[src/rtl/diffusion_pkg.sv]
// Shared types and default sizing for the diffusion step scheduler and lane array.
package diffusion_pkg;

  localparam int unsigned NUM_LANES_DEFAULT      = 4;
  localparam int unsigned MAX_STEPS_DEFAULT      = 7;
  localparam int unsigned DATA_WIDTH_DEFAULT     = 32;
  localparam int unsigned TIMEOUT_CYCLES_DEFAULT = 65535;

  typedef enum logic [2:0] {
    IDLE    = 3'd0,
    LAUNCH  = 3'd1,
    WAIT    = 3'd2,
    ADVANCE = 3'd3,
    DONE    = 3'd4
  } sched_state_t;

endpackage

[src/rtl/diffusion_step_scheduler_if.sv]
// PS control / lane array signal bundle for the diffusion step scheduler.
// The timeout signal exists only when STEP_TIMEOUT_EN is defined.
interface diffusion_step_scheduler_if #(
  parameter int unsigned NUM_LANES  = 4,
  parameter int unsigned DATA_WIDTH = 32
);

  logic                  start;
  logic [NUM_LANES-1:0]  lane_en;
  logic [NUM_LANES-1:0]  finished;
  logic                  ack;
  logic [NUM_LANES-1:0]  lane_start;
  logic [DATA_WIDTH-1:0] l_step;
  logic                  busy;
  logic                  done;
`ifdef STEP_TIMEOUT_EN
  logic                  timeout;

  modport master (
    output start, lane_en, finished, ack,
    input  lane_start, l_step, busy, done, timeout
  );

  modport slave (
    input  start, lane_en, finished, ack,
    output lane_start, l_step, busy, done, timeout
  );
`else
  modport master (
    output start, lane_en, finished, ack,
    input  lane_start, l_step, busy, done
  );

  modport slave (
    input  start, lane_en, finished, ack,
    output lane_start, l_step, busy, done
  );
`endif

endinterface

[src/rtl/lane_done_collector.sv]
// Sticky per-lane completion flags and the enable-masked all-done reduction.
module lane_done_collector
  import diffusion_pkg::*;
#(
  parameter int unsigned NUM_LANES = NUM_LANES_DEFAULT
) (
  input  logic                 clk,
  input  logic                 rst,
  input  logic                 clr_i,
  input  logic                 cap_i,
  input  logic [NUM_LANES-1:0] en_i,
  input  logic [NUM_LANES-1:0] finished_i,
  output logic                 all_done_c_o
);

  logic [NUM_LANES-1:0] fin_q;
  logic [NUM_LANES-1:0] fin_d;

  // Clear on launch, otherwise accumulate enabled lanes' completions while capturing.
  always_comb begin
    fin_d = fin_q;
    if (clr_i) begin
      fin_d = '0;
    end else if (cap_i) begin
      fin_d = fin_q | (finished_i & en_i);
    end
  end

  // Sticky flag register.
  always_ff @(posedge clk) begin
    if (rst) begin
      fin_q <= '0;
    end else begin
      fin_q <= fin_d;
    end
  end

  // A lane counts as done if it reported earlier, reports now, or is disabled.
  assign all_done_c_o = &(fin_q | finished_i | ~en_i);

endmodule

[src/rtl/diffusion_step_scheduler.sv]
// Sequences the diffusion lanes through up to MAX_STEPS propagation steps per query.
// Optional feature macro: STEP_TIMEOUT_EN adds a per-step WAIT watchdog and the timeout output.
module diffusion_step_scheduler
  import diffusion_pkg::*;
#(
  parameter int unsigned DATA_WIDTH     = DATA_WIDTH_DEFAULT,
  parameter int unsigned NUM_LANES      = NUM_LANES_DEFAULT,
  parameter int unsigned MAX_STEPS      = MAX_STEPS_DEFAULT,
  parameter int unsigned TIMEOUT_CYCLES = TIMEOUT_CYCLES_DEFAULT
) (
  input logic                      clk,
  input logic                      rst,
  diffusion_step_scheduler_if.slave bus
);

  sched_state_t          state_q, state_d;
  logic [NUM_LANES-1:0]  en_q, en_d;
  logic [NUM_LANES-1:0]  lane_start_q, lane_start_d;
  logic [DATA_WIDTH-1:0] l_step_q, l_step_d;
  logic                  busy_q, busy_d;
  logic                  done_q, done_d;
  logic                  fin_clr;
  logic                  fin_cap;
  logic                  all_done_c;

`ifdef STEP_TIMEOUT_EN
  localparam int unsigned CNT_W = $clog2(TIMEOUT_CYCLES + 1);

  logic [CNT_W-1:0] cnt_q, cnt_d;
  logic             timeout_q, timeout_d;
`endif

  lane_done_collector #(
    .NUM_LANES (NUM_LANES)
  ) u_collector (
    .clk          (clk),
    .rst          (rst),
    .clr_i        (fin_clr),
    .cap_i        (fin_cap),
    .en_i         (en_q),
    .finished_i   (bus.finished),
    .all_done_c_o (all_done_c)
  );

  // Next-state logic; outputs are precomputed from the next state so they register cleanly.
  always_comb begin
    state_d  = state_q;
    en_d     = en_q;
    l_step_d = l_step_q;
    fin_clr  = 1'b0;
    fin_cap  = 1'b0;
`ifdef STEP_TIMEOUT_EN
    cnt_d     = cnt_q;
    timeout_d = timeout_q;
`endif

    case (state_q)
      IDLE: begin
        if (bus.start && (|bus.lane_en)) begin
          en_d     = bus.lane_en;
          l_step_d = '0;
`ifdef STEP_TIMEOUT_EN
          timeout_d = 1'b0;
`endif
          state_d  = (MAX_STEPS == 0) ? DONE : LAUNCH;
        end
      end

      LAUNCH: begin
        fin_clr = 1'b1;
`ifdef STEP_TIMEOUT_EN
        cnt_d   = '0;
`endif
        state_d = WAIT;
      end

      WAIT: begin
        fin_cap = 1'b1;
`ifdef STEP_TIMEOUT_EN
        cnt_d = cnt_q + CNT_W'(1);
        if (all_done_c) begin
          state_d = ADVANCE;
        end else if (cnt_d == CNT_W'(TIMEOUT_CYCLES)) begin
          timeout_d = 1'b1;
          state_d   = DONE;
        end
`else
        if (all_done_c) begin
          state_d = ADVANCE;
        end
`endif
      end

      ADVANCE: begin
        l_step_d = l_step_q + DATA_WIDTH'(1);
        state_d  = (l_step_d == DATA_WIDTH'(MAX_STEPS)) ? DONE : LAUNCH;
      end

      DONE: begin
        if (bus.ack) begin
`ifdef STEP_TIMEOUT_EN
          timeout_d = 1'b0;
`endif
          state_d = IDLE;
        end
      end

      default: begin
        state_d = IDLE;
      end
    endcase

    lane_start_d = (state_d == LAUNCH) ? en_d : '0;
    busy_d       = (state_d != IDLE);
    done_d       = (state_d == DONE);
  end

  // State and registered output flops.
  always_ff @(posedge clk) begin
    if (rst) begin
      state_q      <= IDLE;
      en_q         <= '0;
      l_step_q     <= '0;
      lane_start_q <= '0;
      busy_q       <= 1'b0;
      done_q       <= 1'b0;
    end else begin
      state_q      <= state_d;
      en_q         <= en_d;
      l_step_q     <= l_step_d;
      lane_start_q <= lane_start_d;
      busy_q       <= busy_d;
      done_q       <= done_d;
    end
  end

`ifdef STEP_TIMEOUT_EN
  // Per-step watchdog counter and timeout flag.
  always_ff @(posedge clk) begin
    if (rst) begin
      cnt_q     <= '0;
      timeout_q <= 1'b0;
    end else begin
      cnt_q     <= cnt_d;
      timeout_q <= timeout_d;
    end
  end

  assign bus.timeout = timeout_q;
`endif

  assign bus.lane_start = lane_start_q;
  assign bus.l_step     = l_step_q;
  assign bus.busy       = busy_q;
  assign bus.done       = done_q;

endmodule

[src/flat_wrapper.sv]
// flat-port wrapper written by rule: the top's interface ports become plain ports
module diffusion_step_scheduler_flat import diffusion_pkg::*;
#(
  parameter int unsigned DATA_WIDTH     = DATA_WIDTH_DEFAULT,
  parameter int unsigned NUM_LANES      = NUM_LANES_DEFAULT,
  parameter int unsigned MAX_STEPS      = MAX_STEPS_DEFAULT,
  parameter int unsigned TIMEOUT_CYCLES = TIMEOUT_CYCLES_DEFAULT
)
  (clk, rst, bus_start, bus_lane_en, bus_finished, bus_ack, bus_lane_start, bus_l_step, bus_busy, bus_done);
  diffusion_step_scheduler_if #(.NUM_LANES(NUM_LANES), .DATA_WIDTH(DATA_WIDTH)) bus_i ();
  input logic clk;
  input logic rst;
  input wire logic [$bits(bus_i.start)-1:0] bus_start;
  input wire logic [$bits(bus_i.lane_en)-1:0] bus_lane_en;
  input wire logic [$bits(bus_i.finished)-1:0] bus_finished;
  input wire logic [$bits(bus_i.ack)-1:0] bus_ack;
  output wire logic [$bits(bus_i.lane_start)-1:0] bus_lane_start;
  output wire logic [$bits(bus_i.l_step)-1:0] bus_l_step;
  output wire logic [$bits(bus_i.busy)-1:0] bus_busy;
  output wire logic [$bits(bus_i.done)-1:0] bus_done;
  assign bus_i.start = bus_start;
  assign bus_i.lane_en = bus_lane_en;
  assign bus_i.finished = bus_finished;
  assign bus_i.ack = bus_ack;
  assign bus_lane_start = bus_i.lane_start;
  assign bus_l_step = bus_i.l_step;
  assign bus_busy = bus_i.busy;
  assign bus_done = bus_i.done;
  diffusion_step_scheduler #(.DATA_WIDTH(DATA_WIDTH), .NUM_LANES(NUM_LANES), .MAX_STEPS(MAX_STEPS), .TIMEOUT_CYCLES(TIMEOUT_CYCLES)) u_core (.clk(clk), .rst(rst), .bus(bus_i));
endmodule
[config.mk]
export PLATFORM = sky130hd
export DESIGN_NAME = diffusion_step_scheduler_flat
export DESIGN_NICKNAME = d
export VERILOG_FILES = /design/src/rtl/diffusion_pkg.sv /design/src/rtl/diffusion_step_scheduler_if.sv /design/src/rtl/lane_done_collector.sv /design/src/rtl/diffusion_step_scheduler.sv /design/src/flat_wrapper.sv
export SDC_FILE = /design/constraint.sdc
export NUM_CORES = 1
export LEC_CHECK = 0
export BUFFER_PORTS_ARGS = -buffer_cell sky130_fd_sc_hd__clkbuf_2
export CORE_MARGIN = 2
export CORE_UTILIZATION = 40
export DETAILED_ROUTE_END_ITERATION = 10
export PLACE_DENSITY = 0.67
export SLEW_MARGIN = 20
export SYNTH_ARGS = -nofsm -noshare
export SYNTH_HDL_FRONTEND = slang
export SYNTH_SLANG_ARGS = --single-unit
[constraint.sdc]
create_clock -name clk -period 5.49 [get_ports clk]
set_input_delay 0.549 -clock clk [delete_from_list [all_inputs] [get_ports clk]]
set_output_delay 0.549 -clock clk [all_outputs]
set_load 0.01 [all_outputs]
==> summary.md <==
| Metric | Value |
|---|---|
| Largest net degree at the start of global routing | `46` |
| Tot GR Track Use | `19.3%` |
| TritonRoute pass-1 iters | `5` |
| Critical R2R Launch | `u_core.bus.l_step[0]` |
| Sequential area share after synthesis | `32.8%` |
| Crit path kind | `reg -> reg` |
| Crit Path Max Fanout | `12` |
| First-pass GRT wire length | `13.2 mm` |
| Clock sink total | `~50` |
| Critical-path cell list | `ha_1, nand3_1, nor4_4, nand4_1, mux2i_1, nand4_1, or4_1, o21ai_0` |
| Worst VDD drop | `112 µV` |
| DRC viols | `0` |
| Seq cells post-synth | `49` |
| Vias post-DR | `slightly above 3000` |
| Req. time, crit path | `5.73 ns` |
| Post-layout min period | `3.20 ns` |
| CTS Buf Count | `5` |
| Vias per cell | `5.89` |
| Synth cell types | `52` |
| Dpl hpwl | `5.59 mm` |
| Initial core utilization | `approximately 40%` |
| Crit path from | `u_core.bus.l_step[0]` |
| DRT iter0 DRCs | `349` |
| Area of the multi-input gates | `1860 µm²` |
| Final nets | `437` |
| Register area | `981 µm²` |
| Hold Fails Final Rpt | `0` |
| Max-capacitance violation count | `0` |
| Final hold slack | `0.476 ns` |
| Hold_buf cts | `0` |
| Core area | `7250 µm²` |
| Post-Syn Area | `roughly 3000 µm²` |
| CTS root buffer | `clkbuf_8` |
| CTS resizes | `0` |
| Mean Syn Cell Area | `7.51 µm²` |
| PwrDens | `217 nW/µm²` |
| Leakage | `roughly 1.2 nW` |
| Setup TNS | `0 ns` |
| Post-CTS Setup Bufs | `0` |
| Die width | `approximately 90 µm` |
| Worst setup SP type | `flop` |
| Top FF cell, synth | `dfxtp_1` |
| CP dominant cell by count | `nand4_1` |
| Final setup viols | `0` |
| Antenna diodes | `0` |
| Synth top cells by count | `55 x nor2_1, 49 x dfxtp_1, 33 x a21oi_1` |
| Final core utilization | `46.1%` |
| Worst-Skew Late Latency | `around 0.32 ns` |
| Share of cells above drive strength 1 | `17.9%` |
| Initial antenna violation count | `0` |
| CTS tree | `yes` |
| Finished Cell Area | `3340 µm²` |
| Measured slew at the worst slew-check pin | `approximately 1.1 ns` |
| Most common cell in the netlist | `nor2_1` |
| RD Place Congestion | `0.885` |
| Port Buffers | `49` |
| Synth area leaders | `dfxtp_1 33%, nor2_1 6.9%, a21oi_1 5.5%` |
| Site Rows | `31` |
| Hold path start | `bus_finished[1]` |
| Post-Syn Nets | `412` |
| Worst clock skew | `0.0107 ns` |
| Post-DRT Antenna Nets | `0` |
| Status | `completed` |
| I/O Pins | `50` |
| Cells after Synth | `398` |
| Placed cell count | `515` |
| Clock-pin slew on the worst setup and hold paths | `0.11 ns` |
| Vias in the first global route | `2542` |
| Slew HR | `26.8%` |
| Post-synthesis async set-or-reset flop share | `0%` |
| Area fraction of the dominant cell type after synthesis | `32.8%` |
| Routed WL | `just over 8 mm` |
| Crit-path max cell delay | `0.64 ns` |
| Die height | `90.5 µm` |
| DIE AREA | `8180 µm²` |
| WL/cell | `15.4 µm` |
| Number of flops mapped to enable cells by yosys | `0` |
| CP arrival | `3.45 ns` |
| Peak Freq | `approximately 310 MHz` |
| Worst min path class | `in -> reg` |
| Cell taking the most area after synthesis | `dfxtp_1` |
| CTS H-tree depth | `2` |
| Max Slew Vio Count | `0` |
| Post-route insts no fill | `~520` |
| CTS Buffer Depth | `2` |
| Slowest-stage cell, CP | `nor4_4` |
| Area delta synth->final | `11.8%` |
| Setup crit end kind | `flop` |
| Total grt overflow | `0` |
| Synth warn | `0` |
| Layout fillers | `737` |
| RSZ-0062 raised after global routing | `false` |
| DP Area | `3240 µm²` |
| Final period utilization | `roughly three fifths` |
-- registers in the layout, summed over array words and instances (netlist names) --
| register | flops |
|---|---|
| u_core.bus.l_step | 32 |
| u_core.bus.lane_start | 4 |
| u_core.en_q | 4 |
| u_core.u_collector.fin_q | 4 |
| u_core.state_q | 3 |
| u_core.bus.busy | 1 |
| u_core.bus.done | 1 |
-- placed cells by master (no fill, tap or decap), types with 3 or more instances in the layout --
| master | n |
|---|---|
| nor2_1 | 55 |
| clkbuf_2 | 49 |
| dfxtp_1 | 49 |
| a21oi_1 | 33 |
| nand2_1 | 31 |
| o21ai_0 | 26 |
| nand4_1 | 21 |
| nor3_1 | 16 |
| nor4_1 | 12 |
| a31oi_1 | 11 |
| a311oi_1 | 11 |
| nand3_1 | 9 |
| mux2i_1 | 8 |
| xor2_1 | 8 |
| xnor2_1 | 6 |
| a211oi_1 | 6 |
| inv_1 | 5 |
| nand3b_1 | 5 |
| and3_1 | 5 |
| clkbuf_8 | 5 |
| and4_1 | 4 |
| or2_2 | 4 |
| nand2b_1 | 3 |
| a22oi_1 | 3 |
| or3_1 | 3 |
-- report_power, final --
group | internal, mW | switching (mW)
combinational | 0.0371 | 0.0706
clock | 0.0966 | 0.145
sequential | 0.366 | 0.0104
total | 0.500 | 0.226
-- metrics by stage --
step / setup slack [ns] / total power [mW]
floorplan: 2.82 / 0.459
global placement: 2.46 / 0.488
detailed placement: 2.33 / 0.490
CTS: 2.31 / 0.732
global route: 2.00 / 0.758
finish: 2.29 / 0.726
-- worst max-delay path: cells and delay by family, from the launching register on --
family | cells | cell delay, ns
compound gates | 1 | 0.10
fa+ha+maj | 1 | 0.26
flops | 1 | 0.46
mux | 1 | 0.26
simple gates | 5 | 2.04
-- worst paths after layout --
kind / endpoint / slack, ns / depth (start not counted)
setup reg to reg: u_core.state_q[2] / 2.29 / 8
setup / recovery: u_core.state_q[2] / 2.29 / 8
hold / removal: u_core.u_collector.fin_q[1] / 0.48 / 3
hold reg to reg: u_core.u_collector.fin_q[1] / 0.48 / 2
-- layer usage --
| metal | GRT usage (%) | routed length (µm) | vias to the layer above |
|---|---|---|---|
| li1 | - | - | 1530 |
| met1 | 28.2 | 3910 | 1427 |
| met3 | 3.42 | 490 | 12 |
| met2 | 29.2 | 3580 | 114 |
| met4 | 5.13 | 102 | 0 |
| met5 | 0 | 0 | - |
-- cell type report --
class,instances,share of cell area [%]
Sequential cell,49,29.3
Clock inverter,3,0.860
Multi-Input combinational cell,311,55.7
Inverter,5,0.561
Tap cell,99,3.70
Timing Repair Buffer,51,7.78
Clock buffer,5,2.06
-- logic make-up after synthesis --
logic type,count (synthesis),synth area share (%)
AOI/OAI and AO/OA,99,20.0
buffers and inverters,38,5.40
xor gates and xnor gates,14,4.10
muxes,9,3.05
DFF,49,32.8
adders and majority gates,2,0.837
and+or+nand+nor,187,33.8
(Power assumes the default switching activity.)
